File: config.mk
export PLATFORM = sky130hd
export DESIGN_NAME = uart_rx_frame_ctrl
export DESIGN_NICKNAME = d
export VERILOG_FILES = /design/src/rtl/uart_pkg.sv /design/src/rtl/uart_frame_buf.sv /design/src/rtl/uart_rx_frame_ctrl.sv
export SDC_FILE = /design/constraint.sdc
export NUM_CORES = 1
export LEC_CHECK = 0
export CORE_ASPECT_RATIO = 0.6
export CORE_MARGIN = 4
export CORE_UTILIZATION = 40
export CTS_BUF_LIST = sky130_fd_sc_hd__clkbuf_16
export DETAILED_ROUTE_END_ITERATION = 8
export MAX_ROUTING_LAYER = met4
export PLACE_DENSITY = 0.56
export SLEW_MARGIN = 10
export SYNTH_ARGS = -nofsm -noshare
export SYNTH_HDL_FRONTEND = slang
export SYNTH_SLANG_ARGS = --single-unit
File: constraint.sdc
create_clock -name clk -period 2.3 [get_ports clk]
set_clock_uncertainty 0.15 [all_clocks]
set_input_delay 0.345 -clock clk [delete_from_list [all_inputs] [get_ports clk]]
set_output_delay 0.345 -clock clk [all_outputs]
set_load 0.1 [all_outputs]
File: src/rtl/uart_pkg.sv
// Shared types and constants for the UART frame controller.
package uart_pkg;

  typedef enum logic [2:0] {
    HUNT    = 3'd0,
    LEN     = 3'd1,
    PAYLOAD = 3'd2,
    CSUM    = 3'd3,
    HOLD    = 3'd4
  } state_e;

  localparam logic [1:0] ERR_NONE    = 2'd0;
  localparam logic [1:0] ERR_LEN     = 2'd1;
  localparam logic [1:0] ERR_TIMEOUT = 2'd2;
  localparam logic [1:0] ERR_CSUM    = 2'd3;

  localparam logic [7:0] SOF_DEFAULT = 8'hA5;

endpackage

File: src/rtl/uart_frame_buf.sv
// Payload buffer: DEPTH x 8 simple dual-port RAM, sync write, registered read.
module uart_frame_buf #(
  parameter int DEPTH = 16,
  parameter int AW    = 4
) (
  input  logic          clk,
  input  logic          reset,
  input  logic          i_we,
  input  logic [AW-1:0] i_waddr,
  input  logic [7:0]    i_wdata,
  input  logic [AW-1:0] i_raddr,
  output logic [7:0]    o_rdata
);

  logic [7:0] mem [DEPTH];
  logic [7:0] rd_data_q, rd_data_d;

  always_ff @(posedge clk) begin
    if (i_we) mem[i_waddr] <= i_wdata;
  end

  always_comb begin
    rd_data_d = mem[i_raddr];
  end

  // Only the read register is reset; the array keeps its contents.
  always_ff @(posedge clk or posedge reset) begin
    if (reset) rd_data_q <= '0;
    else       rd_data_q <= rd_data_d;
  end

  assign o_rdata = rd_data_q;

endmodule

File: src/rtl/uart_rx_frame_ctrl.sv
// Sequences UART RX bytes into SOF/length/payload frames with inter-byte timeout.
// Define UART_FRAME_CHECKSUM_EN to require and verify a trailing checksum byte.
module uart_rx_frame_ctrl
  import uart_pkg::*;
#(
  parameter int         MAX_LEN      = 16,
  parameter int         TIMEOUT_CLKS = 8680,
  parameter logic [7:0] SOF_BYTE     = SOF_DEFAULT,
  localparam int        AW           = (MAX_LEN > 1) ? $clog2(MAX_LEN) : 1
) (
  input  logic          clk,
  input  logic          reset,
  input  logic          i_rx_valid,
  input  logic [7:0]    i_rx_byte,
  input  logic [AW-1:0] i_rd_addr,
  output logic [7:0]    o_rd_data,
  output logic          o_frame_valid,
  output logic [7:0]    o_frame_len,
  input  logic          i_frame_ack,
  output logic          o_err_pulse,
  output logic [1:0]    o_err_code,
  output logic          o_drop_pulse
);

  localparam int TW = $clog2(TIMEOUT_CLKS + 1);

  state_e        state_q, state_d;
  logic [7:0]    len_q, len_d;
  logic [7:0]    idx_q, idx_d;
  logic [TW-1:0] tmo_q, tmo_d;
  logic          err_pulse_q, err_pulse_d;
  logic [1:0]    err_code_q, err_code_d;
  logic          drop_pulse_q, drop_pulse_d;
  logic          in_frame, tmo_hit, len_bad, last_byte, buf_we;
`ifdef UART_FRAME_CHECKSUM_EN
  logic [7:0]    acc_q, acc_d, csum_sum;
  logic          csum_ok;
`endif

  assign in_frame  = state_q inside {LEN, PAYLOAD, CSUM};
  // A byte in the expiry cycle wins over the timeout.
  assign tmo_hit   = in_frame && !i_rx_valid && (tmo_q == TW'(TIMEOUT_CLKS - 1));
  assign len_bad   = (i_rx_byte == 8'd0) || (i_rx_byte > 8'(MAX_LEN));
  assign last_byte = (idx_q + 8'd1) == len_q;
  assign buf_we    = (state_q == PAYLOAD) && i_rx_valid;

  always_ff @(posedge clk or posedge reset) begin
    if (reset) state_q <= HUNT;
    else       state_q <= state_d;
  end

  always_comb begin
    state_d = state_q;
    case (state_q)
      HUNT:    if (i_rx_valid && i_rx_byte == SOF_BYTE) state_d = LEN;
      LEN:     if (i_rx_valid) state_d = len_bad ? HUNT : PAYLOAD;
               else if (tmo_hit) state_d = HUNT;
      PAYLOAD: if (i_rx_valid) begin
                 if (last_byte) begin
`ifdef UART_FRAME_CHECKSUM_EN
                   state_d = CSUM;
`else
                   state_d = HOLD;
`endif
                 end
               end else if (tmo_hit) state_d = HUNT;
`ifdef UART_FRAME_CHECKSUM_EN
      CSUM:    if (i_rx_valid) state_d = csum_ok ? HOLD : HUNT;
               else if (tmo_hit) state_d = HUNT;
`endif
      HOLD:    if (i_frame_ack) state_d = HUNT;
      default: state_d = HUNT;
    endcase
  end

  always_comb begin
    o_frame_valid = (state_q == HOLD);
  end

  always_comb begin
    len_d        = len_q;
    idx_d        = idx_q;
    tmo_d        = '0;
    err_pulse_d  = 1'b0;
    err_code_d   = err_code_q;
    drop_pulse_d = (state_q == HOLD) && i_rx_valid;
    if (in_frame && !i_rx_valid && !tmo_hit) tmo_d = tmo_q + 1'b1;
    if (tmo_hit) begin
      err_pulse_d = 1'b1;
      err_code_d  = ERR_TIMEOUT;
    end
    if (i_rx_valid) begin
      case (state_q)
        LEN: if (len_bad) begin
               err_pulse_d = 1'b1;
               err_code_d  = ERR_LEN;
             end else begin
               len_d = i_rx_byte;
               idx_d = '0;
             end
        PAYLOAD: idx_d = idx_q + 8'd1;
`ifdef UART_FRAME_CHECKSUM_EN
        CSUM: if (!csum_ok) begin
                err_pulse_d = 1'b1;
                err_code_d  = ERR_CSUM;
              end
`endif
        default: ;
      endcase
    end
  end

`ifdef UART_FRAME_CHECKSUM_EN
  // Running sum covers the length byte and every payload byte.
  assign csum_sum = acc_q + i_rx_byte;
  assign csum_ok  = (csum_sum == 8'd0);

  always_comb begin
    acc_d = acc_q;
    if (i_rx_valid && state_q == LEN)          acc_d = i_rx_byte;
    else if (i_rx_valid && state_q == PAYLOAD) acc_d = csum_sum;
  end

  always_ff @(posedge clk or posedge reset) begin
    if (reset) acc_q <= '0;
    else       acc_q <= acc_d;
  end
`endif

  always_ff @(posedge clk or posedge reset) begin
    if (reset) begin
      len_q        <= '0;
      idx_q        <= '0;
      tmo_q        <= '0;
      err_pulse_q  <= 1'b0;
      err_code_q   <= ERR_NONE;
      drop_pulse_q <= 1'b0;
    end else begin
      len_q        <= len_d;
      idx_q        <= idx_d;
      tmo_q        <= tmo_d;
      err_pulse_q  <= err_pulse_d;
      err_code_q   <= err_code_d;
      drop_pulse_q <= drop_pulse_d;
    end
  end

  uart_frame_buf #(.DEPTH(MAX_LEN), .AW(AW)) u_buf (
    .clk     (clk),
    .reset   (reset),
    .i_we    (buf_we),
    .i_waddr (idx_q[AW-1:0]),
    .i_wdata (i_rx_byte),
    .i_raddr (i_rd_addr),
    .o_rdata (o_rd_data)
  );

  assign o_frame_len  = len_q;
  assign o_err_pulse  = err_pulse_q;
  assign o_err_code   = err_code_q;
  assign o_drop_pulse = drop_pulse_q;

endmodule

==> results.yml, run 1 <==
yosys:
  synth_seq_cells: 173
  post_synth_num_cell_types: 51
  synth_nets: 428
  synth-main-ff-cell: "edfxtp_1"
  async_flop_share_pct: 26.0
  syn-cell-area_mm2: 0.00715
  yosys_warnings: 0
  yosysSeqAreaShare_pct: 69.5
  synth_cells: 407
  avgSynthCellArea_um2: 17.6
  synth_edf_count: 128
global_route:
  antenna_found_initial: 0
  overflow: 0
  grt_use_total_pct: 16.7
  grt_pass1_wl_mm: 24.3
  grt_pass1_vias: 3940
  grt_max_degree: 46
pwr:
  pwr-share-comb_pct: 13.0
  leakagePower_nw: 3.24
  power_mw: 7.54
  switching_share_pct: 26.1
  p_per_area_mw_per_mm2: 865
  p_clk_share_pct: 39.4
  p_switching_mw: 1.97
  intPower_mw: 5.57
  peakVddDrop_mv: 0.535
  seq_power_share_pct: 47.6
floorplan:
  die_x_um: 181
  fp.dieH_um: 112
  io_pins: 37
  die-area_mm2: 0.0202
  start_util_pct: 41.2
  placementRows: 37
  core_area_mm2: 0.0174
placed_design:
  dpl.hpwl_mm: 10.8
  globalplace.congestion: 0.828
  port_buffers: 36
cts:
  cts.htree.levels: 4
  cts_sinks: 173
  cts_tree: "built"
  clk_latency_ns: 0.42
  cts_max_path_buffers: 2
  clkTransAtPathRegs_ns: 0.07
  ctsResizeCount: 0
  clockRootBuffer: "clkbuf_16"
  numCtsBuffers: 17
  hold_buffers: 0
  postCtsSetupBuffers: 0
layout:
  post-route-util_pct: 50.2
  drive_gt1_share_pct: 25.9
  diodes: 0
  area_delta_synth_final_pct: 21.9
  layout.nets: 521
worst_setup_path:
  crit_fanout: 6
  worstSetupStartpointType: "register"
  cp.arrival_ns: 2.34
  path_class: "reg -> reg"
  end_kind: "register"
  required_ns: 2.45
route:
  drtIter0Drc: 415
  wl_met3_um: 779
  dr_wl_met2_mm: 6.47
  antenna_left: 0
  wl_met1_mm: 8.12
  wl_mm: 15.6
  top_layer: "met4"
  avgRoutedWirePerCell_um: 20.8
  drc: 0
  vias: 3921
  vias_per_cell: 5.25
  first_pass_iters: 4
timing:
  timing.final.crit_period_ns: 2.19
  rsz0062_at_grt: "false"
  tightest_slew_ns: 0.542
  maxSlewHeadroom_pct: 63.8
  fmax_ghz: 0.457
  finalSetupViolations: 0
  drv_slew: 0
  holdWs_ns: 0.148
  period_share_pct: 95.2
  finalHoldViolations: 0
outcome:
  status: "completed"
job:
  maxCapViolations: 0
worst_hold_path:
  min_path_type: "in -> async"
==> layer usage <==
| layer | vias up | GRT usage (%) |
|---|---|---|
| met2 | 89 | 21.8 |
| met3 | 19 | 3.75 |
| met4 | 0 | 5.24 |
| met1 | 2021 | 25.8 |
| met5 | - | - |
| li1 | 1792 | - |
==> through the flow <==
step	instance area, um^2	std cells	setup slack [ns]	TNS, ns
5_1_grt	8720	747	0.0481	0
4_1_cts	8720	747	0.112	0
3_3_place_gp	8110	715	-0.0662	-0.472
6_report	8720	747	0.110	0
2_1_floorplan	7160	407	-0.0751	-1.20
3_5_place_dp	8110	715	-0.117	-1.17
==> cells in the mapped netlist (3+ instances only) <==
cell type	count	area [um^2]
xnor2_1	10	87.6
mux2_2	5	56.3
edfxtp_1	128	3840
dfrtp_1	45	1130
nand2b_1	5	31.3
mux4_1	24	631
nor3_1	6	30.0
o21ai_0	10	50.1
xor2_1	11	96.3
and3_1	5	31.3
buf_1	3	11.3
clkbuf_1	6	22.5
nor2_1	40	150
nand3_1	12	60.1
mux4_2	16	360
inv_1	7	26.3
ha_1	5	62.6
and2_1	4	25.0
a31oi_1	5	31.3
nand2_1	21	78.8
==> path summary, 6_finish.rpt <==
check                          from               end  slack, ns  cells past startpoint
setup / recovery           idx_q[1]        state_q[1]       0.11                      8
hold / removal                reset  u_buf.o_rdata[5]       0.15                      3
setup reg to reg           idx_q[1]        state_q[1]       0.11                      8
hold reg to reg            tmo_q[0]          tmo_q[0]       0.34                      1
max in group asynchronous     reset    o_frame_len[0]       1.61                      3
min in group clk           tmo_q[0]          tmo_q[0]       0.34                      1
==> kinds of logic after synthesis <==
| family | Yosys count | share of synthesized area (%) |
|---|---|---|
| flip-flops | 173 | 69.5 |
| AND/OR/NAND/NOR | 111 | 7.73 |
| multiplexers | 47 | 14.9 |
| AO/OA/AOI/OAI | 29 | 2.66 |
| XOR/XNOR | 21 | 2.57 |
| buffers and inverters | 21 | 1.77 |
| adder cells (fa/ha/maj) | 5 | 0.875 |
==> power by group through the flow <==
stage,sequential [mW],clock (mW),combinational [mW]
2_1_floorplan,3.76,0,0.509
3_3_place_gp,3.65,0,0.964
3_5_place_dp,3.65,0,0.983
4_1_cts,3.59,3.03,0.990
5_1_grt,3.60,3.18,1.06
6_report,3.59,2.97,0.980
==> flip-flops by register name (all words and copies together) (netlist names) <==
register / flops
u_buf.mem: 128
tmo_q: 14
idx_q: 8
o_frame_len: 8
u_buf.o_rdata: 8
state_q: 3
o_err_code: 2
o_drop_pulse: 1
o_err_pulse: 1
==> layout by cell type, fill, tap and decap left out, types with 3 or more instances in the layout <==
master	netlist	layout
nor2_1	40	40
inv_1	7	7
buf_4	0	68
and2_1	4	4
ha_1	5	5
bufinv_16	0	3
and3_1	5	5
mux4_2	16	16
inv_6	0	5
mux4_1	24	24
nor3_1	6	5
clkbuf_16	0	17
nand2_1	21	21
xnor2_1	10	10
edfxtp_1	128	128
clkdlybuf4s50_1	0	14
xor2_1	11	11
o21ai_0	10	10
nand3_1	12	12
dfrtp_1	45	45
buf_12	1	5
nand2b_1	5	5
mux2_2	5	5
a31oi_1	5	5
clkinv_4	0	4
==> cell type report <==
type	instances	area (um^2)
Fill cell	1450	8640
Sequential cell	173	4970
Multi-Input combinational cell	213	2060
Timing Repair Buffer	88	756
Clock buffer	17	425
Tap cell	234	293
Clock inverter	15	185
Inverter	7	26.3
==> worst max-delay path: stages, from the launching register on <==
cell	delay [ns]
dfrtp_1	0.46
inv_1	0.12
ha_1	0.35
xor2_1	0.16
nor2_1	0.12
o311ai_1	0.10
a211o_1	0.25
a211oi_2	0.24
a31oi_1	0.13
No activity file was read; power rests on OpenSTA's default activity.
==> inputs of run 2 (changes only) <==
CTS_CLUSTER_DIAMETER = 80   (was default)
DONT_BUFFER_PORTS = 1   (was default)
PLACE_DENSITY = 0.53   (was 0.56)
SYNTH_HIERARCHICAL = 1   (was default)
==> results.yml, run 2 <==
route:
  drtIter0Drc: 373
  vias_per_cell: 5.32
  drc: 0
  vias: 3939
  antenna_left: 0
  avgRoutedWirePerCell_um: 20.6
  wl_mm: 15.2
  first_pass_iters: 5
timing:
  finalSetupViolations: 0
  finalHoldViolations: 0
  maxSlewHeadroom_pct: 45.0
  period_share_pct: 95.8
  fmax_ghz: 0.454
  drv_slew: 0
  holdWs_ns: 0.0493
  fin_ws_ns: 0.0965
  timing.final.crit_period_ns: 2.20
  tightest_slew_ns: 0.824
  rsz0062_at_grt: "false"
cts:
  cts_tree: "built"
  cts_sinks: 173
  numCtsBuffers: 17
  clockRootBuffer: "clkbuf_16"
  cts_max_path_buffers: 2
  clkTransAtPathRegs_ns: 0.06
  cts.htree.levels: 4
  clk_latency_ns: 0.42
pwr:
  intPower_mw: 5.01
  seq_power_share_pct: 52.7
  peakVddDrop_mv: 0.523
  switching_share_pct: 22.7
  leakagePower_nw: 3.02
  pwr-share-comb_pct: 7.3
  p_clk_share_pct: 40.0
  p_per_area_mw_per_mm2: 779
  p_switching_mw: 1.47
yosys:
  synth_nets: 441
  yosysSeqAreaShare_pct: 70.2
  synth.area.top_cells: "edfxtp_1 (54%), dfrtp_1 (16%), mux4_2 (5.7%)"
  syn-cell-area_mm2: 0.00708
  synth_seq_cells: 173
  avgSynthCellArea_um2: 16.7
  synth_cells: 423
  synth_edf_count: 128
  post_synth_num_cell_types: 47
  yosysTopAreaCell: "edfxtp_1"
  synth_top_area_share_pct: 54.3
  yosys_warnings: 6
  synth_commonest_cells: "edfxtp_1 (128), dfrtp_1 (45), nor2_1 (38)"
  synth_most_common_cell: "edfxtp_1"
  synth-main-ff-cell: "edfxtp_1"
  async_flop_share_pct: 26.0
layout:
  final_cell_mix: "edfxtp_1 (128), buf_4 (53), dfrtp_1 (43)"
  layout.nets: 512
  regMostFlops: "u_buf/mem"
  layout_commonest_cell: "edfxtp_1"
  area_delta_synth_final_pct: 17.6
  reg_top3: "u_buf/mem (128), tmo_q (14)"
  final_cell_area_mm2: 0.00833
  drive_gt1_share_pct: 22.1
  post-route-util_pct: 48.2
  diodes: 0
  largest_reg_flops: 128
floorplan:
  start_util_pct: 41.0
  core_area_mm2: 0.0173
  fp.dieH_um: 111
  placementRows: 37
  die_x_um: 180
  die-area_mm2: 0.0200
  io_pins: 37
worst_setup_path:
  cp.arrival_ns: 2.36
  cp_cell_sequence: "nand3_1, or3_1, xnor2_1, or4_1, o31a_1"
  r2r-start: "idx_q[2]"
  crit_buf_inv: 0
  path_class: "reg -> reg"
  required_ns: 2.46
  crit_fanout: 4
  path_delay_family: "simple AND/OR/NAND/NOR gates"
  r2r-end: "state_q[1]"
  cp_slowest_cell: "or3_1"
  worstSetupStartpointType: "register"
  end_kind: "register"
  rr_worst_depth: 5
  critPathMaxStageDelay_ns: 0.47
  ff2ff_setup_slack_ns: 0.1
placed_design:
  globalplace.congestion: 0.807
  dpl.hpwl_mm: 9.73
  pre_cts_ws_ns: 0.0964
  place_area_mm2: 0.00768
  port_buffers: 0
worst_hold_path:
  min_path_type: "in -> reg"
  whs_path_depth: 3
  hold_path_end: "tmo_q[2]"
  hp-start: "i_rx_valid"
global_route:
  grt_max_degree: 33
  grt_use_total_pct: 16.6
  grt_pass1_wl_mm: 23.8
  antenna_found_initial: 0
  grt_pass1_vias: 4028
  overflow: 0
job:
  maxCapViolations: 0
outcome:
  status: "completed"
==> run 2: repair_timing <==
action                                  4_1_cts  5_1_grt
hold buffers                                 10        0
buffers inserted                              0        1
endpoints found under the hold margin       162        0
endpoints found under the setup margin        0        1
resized for setup                             0        2
==> run 2: how the worst max path moves through the flow <==
stage	from	endpoint	slack (ns)	cells past startpoint
finish	idx_q[2]	state_q[1]	0.1	5
global route	tmo_q[10]	state_q[0]	0.009	5
CTS	idx_q[1]	state_q[1]	0.10	6
detailed placement	i_rx_byte[0]	o_frame_len[0]	0.1	4
global placement	tmo_q[3]	state_q[0]	0.13	5
floorplan	state_q[2]	u_buf/mem[2][0]	-0.09	5
==> run 2: logic make-up after synthesis <==
family                   count (synthesis)  synth area share (%)
AO/OA/AOI/OAI                           39                  3.85
adder cells (fa/ha/maj)                  2                 0.353
XOR/XNOR                                23                  2.84
AND/OR/NAND/NOR                        126                  8.91
multiplexers                            39                  12.0
buffers and inverters                   21                  1.86
flip-flops                             173                  70.2
==> run 2: through the flow <==
step | TNS, ns | std cells | total power [mW]
5_1_grt | 0 | 741 | 6.75
4_1_cts | 0 | 740 | 6.56
3_3_place_gp | 0 | 698 | 3.90
6_report | 0 | 741 | 6.48
3_5_place_dp | 0 | 698 | 3.90
2_1_floorplan | -2.82 | 423 | 3.82
==> run 2: worst min-delay path, delay by kind of cell <==
kind             cells  cell delay, ns
AND/OR/NAND/NOR      2            0.10
AO/OA/AOI/OAI        1            0.14
==> run 2: layout make-up <==
cell class	instances	area [um^2]
clock buffers	17	425
flip-flops and latches	173	4970
repair buffers	63	498
fillers	1462	8940
well taps	234	293
inverters	10	37.5
clock inverters	15	110
multi-input cells	229	1990
==> run 2: layer usage <==
layer / wire length, um / vias up / GRT usage (%)
met3: 853 / 15 / 3.67
met2: 6650 / 90 / 22.8
li1: - / 1786 / -
met5: 0 / - / -
met4: 179 / 0 / 4.82
met1: 7550 / 2048 / 24.7
==> run 2: power by group through the flow <==
stage	sequential (mW)	combinational (mW)	clock [mW]
6_report	3.42	0.474	2.60
3_3_place_gp	3.48	0.422	0
3_5_place_dp	3.48	0.421	0
5_1_grt	3.42	0.506	2.82
2_1_floorplan	3.62	0.194	0
4_1_cts	3.41	0.474	2.67
==> edit 1 (settings of run 2) <==
Set the parameter `TIMEOUT_CLKS` to 2170 (it was 8680).
--- a/src/rtl/uart_rx_frame_ctrl.sv
+++ b/src/rtl/uart_rx_frame_ctrl.sv
@@ -4,7 +4,7 @@
   import uart_pkg::*;
 #(
   parameter int         MAX_LEN      = 16,
-  parameter int         TIMEOUT_CLKS = 8680,
+  parameter int         TIMEOUT_CLKS = 2170,
   parameter logic [7:0] SOF_BYTE     = SOF_DEFAULT,
   localparam int        AW           = (MAX_LEN > 1) ? $clog2(MAX_LEN) : 1
 ) (
Check against the original RTL: same outputs for any inputs over 10 cycles, from zero or initial values and one cycle with reset high; that may be too few to reach the edited logic, so the function may still have changed.
==> edit 1 against run 2 <==
Power grew 1.2%. Die area shrank 0.45%. Routed wire length grew 3.6%. Cell area shrank 0.30%. Setup slack gained 0.027 ns. Synthesized area shrank 0.48%. First-iteration DRC count shrank 31%. Sequential cell count shrank 2. Critical path type unchanged. Largest power group unchanged.
==> edit 1: results (changes against run 2) <==
* Status: finished clean (unchanged)
* Synth top area cells: edfxtp_1 (55%), dfrtp_1 (15%), mux4_2 (5.8%), mux4_1 (5.2%), nor2_1 (2.0%) (was edfxtp_1 (54%), dfrtp_1 (16%), mux4_2 (5.7%), mux4_1 (5.2%), nor2_1 (2.0%))
* Placer Congestion at 0.7778 (was 0.8071)
* Met3 usage at 0.05112 (was 0.03672)
* CP Max Fanout at 8 (was 4)
* R2R setup slack at 0.12 ns (was 0.1 ns)
* Vias in the first global route at 4036 (was 4028)
* Busiest grt layer: met1 (unchanged)
* Synth Warn # at 6 (unchanged)
* Hold Path Class: primary input to flop (unchanged)
* Number of fillers in the final layout at 1527 (was 1462)
* Signal arrival time at the worst endpoint at 2.09 ns (was 2.36 ns)
* Worst-Margin Slew at 0.7562 ns (was 0.8239 ns)
* Cells after synthesis at 419 (was 423)
* Reg-to-reg startpoint: state_q[2] (was idx_q[2])
* Final wirelength at 15780 µm (was 15230 µm)
* Maximum vdd drop at 0.0004046 V (was 0.0005226 V)
* Async set or reset register ratio after synthesis at 0.2515 (was 0.2601)
* GR Util met1 at 0.2662 (was 0.2468)
* Clk_lat worst skew at 0.42 ns (about the same)
* Register area share after synthesis at 0.6982 (was 0.7019)
* Initial antenna violation count at 1 (was 0)
* Reg2reg end: u_buf/mem[0][5] (was state_q[1])
* Commonest cells in the netlist: edfxtp_1 (128), dfrtp_1 (43), nor2_1 (38) (was edfxtp_1 (128), dfrtp_1 (45), nor2_1 (38))
* HPWL after DPL at 9684 µm (was 9726 µm)
* Biggest regs: u_buf/mem: 128 flops, tmo_q: 12 flops (was u_buf/mem: 128 flops, tmo_q: 14 flops)
* Cells after DPL at 688 (was 698)
* Global-route wire length before repair at 25010 µm (was 23800 µm)
* Net Count, Synth at 438 (was 441)
* Vias at 3877 (was 3939)
* Final non-filler cell total at 731 (was 741)
* Core Footprint at 17220 µm² (was 17270 µm²)
* DRT iter0 DRCs at 256 (was 373)
* Worst Hold Endpoint: state_q[1] (was tmo_q[2])
* Clk buf depth at 2 (unchanged)
* Leak Pwr at 3.027 nW (was 3.024 nW)
* M2 GR Usage at 0.2322 (was 0.2284)
* # nets final at 503 (was 512)
* Largest net degree at the start of global routing at 36 (was 33)
* Worst hold slack at 0.03841 ns (was 0.04933 ns)
* Synth unique cells at 52 (was 47)
* Tot GR Track Use at 0.1748 (was 0.1656)
* Fraction of layout cells with a size suffix above 1 at 0.2374 (was 0.2209)
edit 1: cell types whose count changed after synthesis, moves of 3 or more:
cell             run 2  this run
nor2b_1              9         3
nand3b_1             2         5
or3_1                3         0
nand3_1             14         8
nor3b_1              0         3
edit 1: critical path, stage by stage, from the launching register on:
cell and delay, ns:
dfrtp_1 0.38, nand2b_1 0.20, nand2b_1 0.20, inv_2 0.07, or3b_4 0.42, nor3_4 0.42
edit 1: area by class of cell:
type	count	area (µm²)	area share
Clock inverter	15	146.4	0.01763
Sequential cell	171	4920	0.5925
Clock buffer	17	425.4	0.05124
Multi-Input combinational cell	224	1999	0.2408
Tap cell	234	292.8	0.03526
Timing Repair Buffer	61	485.5	0.05847
Inverter	9	33.78	0.004069
edit 1: worst max path at each step:
stage	start	end	slack (ns)	depth (start not counted)
after floorplan	state_q[2]	u_buf/mem[8][0]	0.006	6
final	state_q[2]	u_buf/mem[0][5]	0.12	5
after detailed placement	state_q[2]	u_buf/mem[0][4]	0.16	5
after global placement	state_q[2]	u_buf/mem[0][4]	0.18	5
after CTS	state_q[2]	u_buf/mem[0][5]	0.13	5
after global routing	state_q[2]	u_buf/mem[0][6]	0.05	5
edit 1: metal layers:
metal  vias to the layer above  share of wire
met3                        10          0.064
met1                      2006           0.51
met2                        88           0.42
li1                       1773              -
met5                         -              0
met4                         0         0.0061
edit 1: report_power, final:
| part | total [mW] | switching [mW] | leakage (nW) | internal [mW] |
|---|---|---|---|---|
| clock network | 2.76 | 1.31 | 0.277 | 1.45 |
| registers | 3.36 | 0.0139 | 1.72 | 3.34 |
| logic | 0.439 | 0.303 | 1.03 | 0.136 |
edit 1: what timing repair did:
action / 4_1_cts / 5_1_grt
setup endpoints to repair: 0 / 0
hold buffers: 11 / 0
hold endpoints to repair: 180 / 0
edit 1: cells by family after synthesis:
family	after synthesis	share of synthesized area
and+or+nand+nor	119	0.08630
AOI/OAI and AO/OA	42	0.04226
buffers and inverters	24	0.02113
adders and majority gates	3	0.005327
DFF	171	0.6982
muxes	39	0.1207
xor gates and xnor gates	21	0.02610
edit 1: stage by stage:
stage / area (µm²) / setup slack [ns]
detailed placement: 7621 / 0.1572
global route: 8303 / 0.05209
global placement: 7621 / 0.1834
finish: 8303 / 0.1235
CTS: 8303 / 0.1291
floorplan: 7068 / 0.006332
==> edit 2 (settings of run 2) <==
Without the edit above. The output `o_err_pulse` loses its register stage (`err_pulse_q` becomes a continuous assignment).
--- a/src/rtl/uart_rx_frame_ctrl.sv
+++ b/src/rtl/uart_rx_frame_ctrl.sv
@@ -132,18 +132,18 @@
       len_q        <= '0;
       idx_q        <= '0;
       tmo_q        <= '0;
-      err_pulse_q  <= 1'b0;
       err_code_q   <= ERR_NONE;
       drop_pulse_q <= 1'b0;
     end else begin
       len_q        <= len_d;
       idx_q        <= idx_d;
       tmo_q        <= tmo_d;
-      err_pulse_q  <= err_pulse_d;
       err_code_q   <= err_code_d;
       drop_pulse_q <= drop_pulse_d;
     end
   end
+
+  assign err_pulse_q = err_pulse_d;
 
   uart_frame_buf #(.DEPTH(MAX_LEN), .AW(AW)) u_buf (
     .clk     (clk),
Check against the original RTL: not equivalent (Yosys sat finds a counterexample within 4 cycles, from zero or initial values and one cycle with reset high).
==> edit 2 against run 2 <==
Setup slack got worse by 0.51 ns. Fmax fell by 19%. Power grew 1.9%. Routed wire length increased by 1.1%. Count of clock-buffer cells in the layout did not move. Synthesized area fell by 0.35%. The run now ends with negative setup slack left. Largest power group unchanged. Synthesized cell count is 0.24% lower. Largest cell class unchanged. Sequential cell count shrank 1. Cell area grew 1.0%. Critical endpoint is now o_err_pulse.
==> edit 2: results (changes against run 2) <==
* Status: finished with violations (was finished clean)
* Failing checks: negative setup slack
* DRT iter0 DRCs at 311 (was 373)
* Placer Congestion at 0.8143 (was 0.8071)
* Synth top area cells: edfxtp_1 (54%), dfrtp_1 (16%), mux4_2 (5.7%), mux4_1 (5.2%), nor2_1 (2.0%) (unchanged)
* Largest net degree at the start of global routing at 37 (was 33)
* Synth Area in Compound Gates at 0.03866 (was 0.03852)
* Setup tns final at -0.4112 ns (was 0 ns)
* Met1 WL at 7696 µm (was 7548 µm)
* Drt pass-1 iters at 6 (was 5)
* Leak Pwr at 3.057 nW (was 3.024 nW)
* Vias at 3908 (was 3939)
* CP Capture Point: o_err_pulse (was state_q[1])
* Post-synthesis xor/xnor area fraction at 0.02855 (was 0.02845)
* Placement Setup Slack at -0.05762 ns (was 0.09637 ns)
* Slowest cell delay on critical path at 0.51 ns (was 0.47 ns)
* Cells after DPL at 700 (was 698)
* Commonest cells in the netlist: edfxtp_1 (128), dfrtp_1 (44), nor2_1 (38) (was edfxtp_1 (128), dfrtp_1 (45), nor2_1 (38))
* Global-route wire length before repair at 24190 µm (was 23800 µm)
* GR Util met1 at 0.2616 (was 0.2468)
* Worst setup margin at -0.4112 ns (was 0.09652 ns)
* Average size of a mapped cell at 16.72 µm² (was 16.74 µm²)
* # nets final at 515 (was 512)
* Vias in the first global route at 3902 (was 4028)
* Maximum vdd drop at 0.0004903 V (was 0.0005226 V)
* Async set or reset register ratio after synthesis at 0.2558 (was 0.2601)
* Critical Path Source: tmo_q[3] (was idx_q[2])
* R2R setup slack at 0.07 ns (was 0.1 ns)
* Tot GR Track Use at 0.1659 (was 0.1656)
* M2 GR Usage at 0.2174 (was 0.2284)
* Final non-filler cell total at 744 (was 741)
* Final setup viols at 1 (was 0)
* Reg-to-reg startpoint: tmo_q[3] (was idx_q[2])
* Adder-cell share of the synthesized area at 0.003547 (was 0.003534)
* Area post-placement at 7706 µm² (was 7680 µm²)
* Slew Limit Headroom at 0.4945 (was 0.4501)
* Met3 Routed Length at 943 µm (was 853 µm)
* Mux share of post-synthesis cell area at 0.1204 (was 0.1200)
* CP Max Fanout at 2 (was 4)
* Met2 WL at 6664 µm (was 6651 µm)
* HPWL after DPL at 9582 µm (was 9726 µm)
-- edit 2: changes by cell type after synthesis, sizes merged --
cell,before,now
dfrtp,45,44
-- edit 2: power by group --
part           internal (mW)  switching, mW
Clock                   1.44           1.30
Combinational          0.159          0.314
Sequential              3.37         0.0256
-- edit 2: worst min-delay path by stage --
stage,from,end,slack [ns],cells after the start
5_1_grt,i_rx_byte[6],state_q[0],0.05,3
2_1_floorplan,reset,u_buf/o_rdata[0],0.01,1
4_1_cts,i_rx_byte[6],state_q[0],0.04,3
3_3_place_gp,reset,u_buf/o_rdata[6],0.07,1
6_report,i_rx_byte[6],state_q[0],0.05,3
3_5_place_dp,reset,u_buf/o_rdata[6],0.07,1
-- edit 2: cell type report --
class | count | area (µm²)
Clock buffer | 17 | 425.4
Clock inverter | 15 | 141.4
Fill cell | 1499 | 8808
Inverter | 10 | 37.54
Multi-Input combinational cell | 229 | 2028
Sequential cell | 172 | 4947
Tap cell | 234 | 292.8
Timing Repair Buffer | 67 | 540.5
